===== config.mk =====
export PLATFORM = sky130hd
export DESIGN_NAME = sms_trigger_card_n
export DESIGN_NICKNAME = d
export VERILOG_FILES = /design/src/rtl/sms_trigger_pkg.sv /design/src/rtl/sms_pulse_filter.sv /design/src/rtl/sms_trigger_card_n.sv
export SDC_FILE = /design/constraint.sdc
export NUM_CORES = 1
export LEC_CHECK = 0
export ABC_AREA = 1
export CAP_MARGIN = 20
export CORE_ASPECT_RATIO = 0.6
export CORE_UTILIZATION = 40
export CTS_CLUSTER_SIZE = 28
export DETAILED_ROUTE_END_ITERATION = 7
export GPL_ROUTABILITY_DRIVEN = 1
export PLACE_DENSITY = 0.65
export RECOVER_POWER = 50
export REMOVE_ABC_BUFFERS = 1
export SYNTH_ARGS = -nofsm -noshare
export SYNTH_HDL_FRONTEND = slang
export SYNTH_SLANG_ARGS = --single-unit

===== constraint.sdc =====
create_clock -name clk -period 2.34 [get_ports clk]
set_input_delay 0.351 -clock clk [delete_from_list [all_inputs] [get_ports clk]]
set_output_delay 0.351 -clock clk [all_outputs]
set_load 0.03 [all_outputs]

===== src/rtl/sms_trigger_pkg.sv =====
// Shared types and helpers for the SDTRL trigger card: per-channel action encoding
// and the pulse-filter counter width.
package sms_trigger_pkg;

  typedef enum logic [1:0] {
    TRG_HOLD  = 2'd0,
    TRG_SET   = 2'd1,
    TRG_RESET = 2'd2,
    TRG_CPL   = 2'd3
  } trg_action_t;

  // Counter must be able to hold the value FILTER_CYCLES itself (saturation point).
  function automatic int filter_cnt_w(input int filter_cycles);
    return $clog2(filter_cycles + 1);
  endfunction

endpackage


===== src/rtl/sms_pulse_filter.sv =====
// Deglitcher for one active-low pulse input: accepts a low pulse after FILTER_CYCLES
// consecutive low samples and emits a one-cycle strobe on the accepting edge.
module sms_pulse_filter
  import sms_trigger_pkg::*;
#(
  parameter int FILTER_CYCLES = 2
) (
  input  logic clk,
  input  logic reset_n,
  input  logic din,
  output logic level,
  output logic fall_ev
);

  localparam int CW = filter_cnt_w(FILTER_CYCLES);
  localparam logic [CW-1:0] CNT_MAX  = CW'(FILTER_CYCLES);
  localparam logic [CW-1:0] CNT_LAST = CW'(FILTER_CYCLES - 1);

  logic [CW-1:0] cnt;

  // The strobe is combinational so the trigger updates on the very edge whose
  // sample completes the low run, rather than one cycle later.
  assign fall_ev = ~din & level & (cnt == CNT_LAST);

  always_ff @(posedge clk or negedge reset_n) begin
    if (!reset_n) begin
      cnt   <= '0;
      level <= 1'b1;
    end else if (din) begin
      cnt   <= '0;
      level <= 1'b1;
    end else begin
      if (cnt != CNT_MAX) cnt <= cnt + 1'b1;
      if (fall_ev) level <= 1'b0;
    end
  end

endmodule


===== src/rtl/sms_trigger_card_n.sv =====
// N-channel SDTRL trigger card: filtered AC set/reset/toggle pulses with gate setup,
// DC overrides, and an open-collector wired-AND dot output.
module sms_trigger_card_n
  import sms_trigger_pkg::*;
#(
  parameter int CHANNELS      = 4,
  parameter int FILTER_CYCLES = 2
) (
  input  logic                    clk,
  input  logic                    reset_n,
  input  logic [CHANNELS-1:0]     set_gate,
  input  logic [CHANNELS-1:0]     set_pulse,
  input  logic [CHANNELS-1:0]     rst_gate,
  input  logic [CHANNELS-1:0]     rst_pulse,
  input  logic [CHANNELS-1:0]     tgl_pulse,
  input  logic [CHANNELS-1:0]     dc_set_n,
  input  logic [CHANNELS-1:0]     dc_rst_n,
  input  logic [CHANNELS-1:0]     oc_en,
  output logic [CHANNELS-1:0]     q,
  output logic [CHANNELS-1:0]     q_n,
  output logic                    dot_out,
  output logic [3*CHANNELS-1:0]   filt_level_dbg
);

  logic [CHANNELS-1:0] set_fev, rst_fev, tgl_ev;
  logic [CHANNELS-1:0] set_lvl, rst_lvl, tgl_lvl;
  logic [CHANNELS-1:0] set_gate_q, rst_gate_q;
  logic [CHANNELS-1:0] set_ev, rst_ev;
  logic [CHANNELS-1:0] q_next;
  trg_action_t         act [CHANNELS];

  for (genvar i = 0; i < CHANNELS; i++) begin : g_filt
    sms_pulse_filter #(.FILTER_CYCLES(FILTER_CYCLES)) u_set (
      .clk(clk), .reset_n(reset_n), .din(set_pulse[i]), .level(set_lvl[i]), .fall_ev(set_fev[i]));
    sms_pulse_filter #(.FILTER_CYCLES(FILTER_CYCLES)) u_rst (
      .clk(clk), .reset_n(reset_n), .din(rst_pulse[i]), .level(rst_lvl[i]), .fall_ev(rst_fev[i]));
    sms_pulse_filter #(.FILTER_CYCLES(FILTER_CYCLES)) u_tgl (
      .clk(clk), .reset_n(reset_n), .din(tgl_pulse[i]), .level(tgl_lvl[i]), .fall_ev(tgl_ev[i]));
  end

  assign filt_level_dbg = {tgl_lvl, rst_lvl, set_lvl};

  // Gates are registered so they must be stable one edge before the pulse is accepted.
  always_ff @(posedge clk or negedge reset_n) begin
    if (!reset_n) begin
      set_gate_q <= '0;
      rst_gate_q <= '0;
    end else begin
      set_gate_q <= set_gate;
      rst_gate_q <= rst_gate;
    end
  end

  assign set_ev = set_fev & set_gate_q;
  assign rst_ev = rst_fev & rst_gate_q;

  always_comb begin
    for (int i = 0; i < CHANNELS; i++) begin
      act[i] = TRG_HOLD;
      if (!dc_rst_n[i])                      act[i] = TRG_RESET;
      else if (!dc_set_n[i])                 act[i] = TRG_SET;
      else if (tgl_ev[i] || (set_ev[i] && rst_ev[i])) act[i] = TRG_CPL;
      else if (set_ev[i])                    act[i] = TRG_SET;
      else if (rst_ev[i])                    act[i] = TRG_RESET;
    end
  end

  always_comb begin
    q_next = q;
    for (int i = 0; i < CHANNELS; i++) begin
      case (act[i])
        TRG_SET:   q_next[i] = 1'b1;
        TRG_RESET: q_next[i] = 1'b0;
        TRG_CPL:   q_next[i] = ~q[i];
        default:   q_next[i] = q[i];
      endcase
    end
  end

  always_ff @(posedge clk or negedge reset_n) begin
    if (!reset_n) q <= '0;
    else          q <= q_next;
  end

  assign q_n     = ~q;
  // Disabled channels float high on the dot line.
  assign dot_out = &(q_n | ~oc_en);

endmodule

### Yosys cells after proc, flatten, opt, wreduce, memory -nomap -nowiden

Cells that the tools add are included.

* RAM bits: 0
* memories kept: 0
* logic and storage cells: 232
* flip-flop bits (word level): 48
* memory bits (read-only): 0
* input port bits: 34
* bits in latches: 0

* equality and inequality tests: 36
* multipliers: 0
* div/mod/pow operators: 0
* reduce and logical (&&, ||, !) cells: 37
* multiplexer cells: 72
* shift operators: 0
* magnitude comparators: 0
* bitwise operators: 45
* add/sub/neg operators: 12

Operator list (count)
* $mux W2: 44
* $reduce_bool A2 Y1: 24
* $eq A2 B1 Y1 const B: 16
* $add A2 B1 Y2 const B: 12
* $and A1 B1 Y1: 24
* $mux W1: 24
* $ne A2 B2 Y1 const B: 12
* $eq A2 B2 Y1 const B: 8
* $not A1 Y1: 16
* $pmux W1 S3: 4
* $reduce_bool A3 Y1: 4
* $and A4 B4 Y4: 2
* $not A4 Y4: 2
* $logic_and A1 B1 Y1: 4
* $logic_or A1 B1 Y1: 4
* $or A4 B4 Y4: 1
* $reduce_and A4 Y1: 1

### Longest topological paths before layout

* word-level depth: 11
* gate-level depth with buffers: 8

### By module

From an unflattened synthesis, not the netlist that was laid out.

* cells, all modules: 297
* area, all modules: 2451.1 sq um

By module, submodules not included
* sms_pulse_filter: seq. area each 76.3 sq um, area an instance 163.9 sq um, times used 12, cells each 20
* sms_trigger_card_n: seq. area each 300.3 sq um, area an instance 484.2 sq um, times used 1, cells each 57

### Least setup slack after synthesis

No wires, ideal clock.

* path kind: register to output
* from: register q[3]
* to: output dot_out
* setup slack: 0.823 ns
* cell stages (with the launch flop): 3
* arrival: 1.166 ns
* data required time: 1.989 ns
* path through: dfrtp_1 a22o_1 nor2_1

* cells in the longest elaborated chain, start to end: 3

RTL lines
* from (decl): line sms_trigger_card_n.sv:19 `output logic [CHANNELS-1:0] q,`
* from (signal assigned): line sms_trigger_card_n.sv:82 `else q <= q_next;`
* $not A4 Y4: line sms_trigger_card_n.sv:85 `assign q_n = ~q;`
* $or A4 B4 Y4: line sms_trigger_card_n.sv:87 `assign dot_out = &(q_n | ~oc_en);`
* $reduce_and A4 Y1: line sms_trigger_card_n.sv:87
* to (decl): line sms_trigger_card_n.sv:21 `output logic dot_out,`

No other way between the ends.

### Worst setup path in the final report

* from: input oc_en[0]
* to: output dot_out

* cells in the longest elaborated chain, start to end: 3

RTL lines
* from (decl): line sms_trigger_card_n.sv:18 `input logic [CHANNELS-1:0] oc_en,`
* $not A4 Y4: line sms_trigger_card_n.sv:87
* $or A4 B4 Y4: line sms_trigger_card_n.sv:87
* $reduce_and A4 Y1: line sms_trigger_card_n.sv:87

No other way between the ends.

==> impl_metrics.yaml <==
global_route:
  grt_max_degree: 23
  grt_overflow: 0
  antenna_found_initial: 0
  grt_pass1_vias: 1681
  grt_pass1_wl_um: 7320
  track_usage_pct: 14.86
drt:
  vias: 1783
  routed_wl_um: 4188
  drc: 0
  drtAntennaViolNets: 0
  vias_per_cell: 4.349
  dr.pass1.iters: 4
  post_drt_wl_per_cell_um: 10.21
  drt_iter0_drc: 46
die:
  initial_utilization_pct: 42.62
  die_area_mm2: 0.006429
  die_y_um: 62.51
  ios: 55
  core_area_mm2: 0.005728
  die_x_um: 102.9
  fp-row-count: 21
layout:
  nNetsFinal: 388
  drive_above_1_share_pct: 6.667
  diodes: 0
  fillerInstances: 559
  area_growth_pct: 27.01
setup_path:
  worst_setup_path_start_kind: "input pin"
  crit_family: "buffers and inverters"
  crit_fanout: 1
  crit_type: "in -> out"
  critPathMaxStageDelay_ns: 0.67
  cp-end-kind: "primary output"
  worst_path_max_delay_cell: "clkdlybuf4s50_1"
  cp_common_cell: "clkdlybuf4s50_1"
  worstPathCellList: "clkdlybuf4s50_1, a22o_1, nor2_1, clkdlybuf4s50_1"
  path_buf_inv: 2
  cp_data_arrival_time_ns: 1.76
  worstPathRequired_ns: 1.99
clocking:
  cts_tree: "done"
  numCtsBuffers: 5
  root_buffer: "clkbuf_8"
  path_clk_slew_ns: 0.08
  cts_max_path_buffers: 2
  clkLatencyLatePin_ns: 0.30
  htree_levels: 2
  cts.sinks: 48
logic_synthesis:
  yosysTopAreaCellShare_pct: 36.90
  ys_ff_latch: 48
  synth_edf_count: 0
  syn_area_mm2: 0.002441
  netlist_top_cells_area: "dfrtp_1 37%, dfstp_2 13%, ha_1 12%"
  synth_flop_cell: "dfrtp_1"
  async_flop_share_pct: 100.0
  synth_cells: 278
  yosys.cell_count.top_type: "inv_1"
  synth_common_cells: "67 x inv_1, 46 x nor2_1, 36 x dfrtp_1, 24 x ha_1, 24 x nand2_1"
  yosys_warnings: 0
  yosysSeqAreaShare_pct: 49.82
  post-synth-top-area-cell: "dfrtp_1"
  avgSynthCellArea_um2: 8.781
  synth_cell_types: 17
placed_design:
  dp_hpwl_um: 3313
  port_buffers: 54
  gp_congestion: 0.7648
sta:
  rsz0062_at_grt: "no"
  whs_ns: 0.4908
  finalHoldViolCount: 0
  skew_ns: 0.006629
  finalCritPeriodShare_pct: 90.14
  slew-limit-headroom_pct: 42.02
  fmax_mhz: 474.1
  period_minus_slack_ns: 2.109
  tightest_slew_ns: 0.8698
  tns_ns: 0
  finalSetupViolations: 0
  slew_viol_final: 0
run_status:
  status: "finished, final reports clean"
min_path:
  min_path_type: "reg -> reg"
power:
  power_leakage_nw: 1.570
  power.density_mw_per_mm2: 943.2
  ir_drop_uv: 309.7
run:
  drv_cap: 0
==> cells in the final DEF, fill, tap and decap left out, drive strengths merged <==
cell type,netlist,routed
inv,68,68
clkbuf,0,9
ha,24,24
dlygate4sd3,0,9
dfrtp,36,36
nor2,47,47
buf,12,1
a21oi,16,16
nand2,24,24
nand3,8,8
dfstp,12,12
o21bai,1,1
a211oi,8,8
o21ai,16,16
nor3,4,4
clkdlybuf4s50,0,45
a22o,2,2
==> per-stage QoR <==
stage	instances	util (%)	total power [W]	setup slack (ns)	instance area, µm²
final	410	54.13	0.002924	0.2308	3100
after global routing	410	54.13	0.003198	0.1738	3100
after CTS	410	54.26	0.002980	0.2233	3108
after detailed placement	402	52.40	0.002432	0.2255	3002
after global placement	402	52.40	0.002386	0.2184	3002
after floorplan	266	-	0.002037	0.8234	2351
==> worst min-delay path: stages, from the launching register on <==
cell	delay, ns
dfstp_2	0.39
inv_1	0.04
o21ai_0	0.06
==> where the power goes <==
group          switching [W]  internal (W)  leakage, nW
logic               0.000627      0.000480        0.943
registers           0.000183       0.00111        0.577
clock network       0.000264      0.000263       0.0503
==> final timing paths <==
kind / from / endpoint / slack (ns) / cells after the start
max: oc_en[0] / dot_out / 0.23 / 4
max in group asynchronous: reset_n / g_filt[3].u_set.cnt[1] / 0.58 / 3
min in group asynchronous: reset_n / g_filt[3].u_rst.cnt[1] / 0.56 / 2
max reg2reg: g_filt[1].u_rst.cnt[1] / q[1] / 1.23 / 7
min: g_filt[3].u_tgl.level / g_filt[3].u_tgl.level / 0.49 / 2
min reg2reg: g_filt[3].u_tgl.level / g_filt[3].u_tgl.level / 0.49 / 2
==> registers in the layout, summed over array words and instances, names as in the netlist <==
register and cells:
g_filt.u_set.level 4, g_filt.u_tgl.cnt 8, g_filt.u_set.cnt 8, g_filt.u_rst.cnt 8
rst_gate_q 4, set_gate_q 4, q 4, g_filt.u_rst.level 4
g_filt.u_tgl.level 4
==> layer usage <==
| metal | global-route usage, % | share of wire, % |
|---|---|---|
| met4 | 5.810 | 1.3 |
| met2 | 21.75 | 40 |
| met1 | 20.26 | 53 |
| met5 | 0 | 0 |
| met3 | 4.922 | 5.7 |
==> timing repair <==
| item | 4_1_cts | 5_1_grt |
|---|---|---|
| hold buffers | 1 | 0 |
| setup buffers | 0 | 0 |
| endpoints found under the hold margin | 7 | 0 |
| gates resized for setup | 0 | 0 |
| setup endpoints to repair | 0 | 0 |
==> area by class of cell <==
class	instances	area (µm²)	area share [%]
Sequential cell	48	1216	39.23
Multi-Input combinational cell	150	877.1	28.29
Timing Repair Buffer	57	555.5	17.92
Inverter	68	255.2	8.232
Tap cell	80	100.1	3.228
Clock buffer	7	96.34	3.107
==> kinds of logic (layout without fill, tap and decap cells) <==
family / after synthesis / in the layout / share of synthesized area [%]
AO/OA/AOI/OAI: 43 / 43 / 10.05
adder cells (fa/ha/maj): 24 / 24 / 12.30
buffers and inverters: 80 / 132 / 14.15
flip-flops: 48 / 48 / 49.82
AND/OR/NAND/NOR: 83 / 83 / 13.69
No activity file was read; power rests on OpenSTA's default activity.
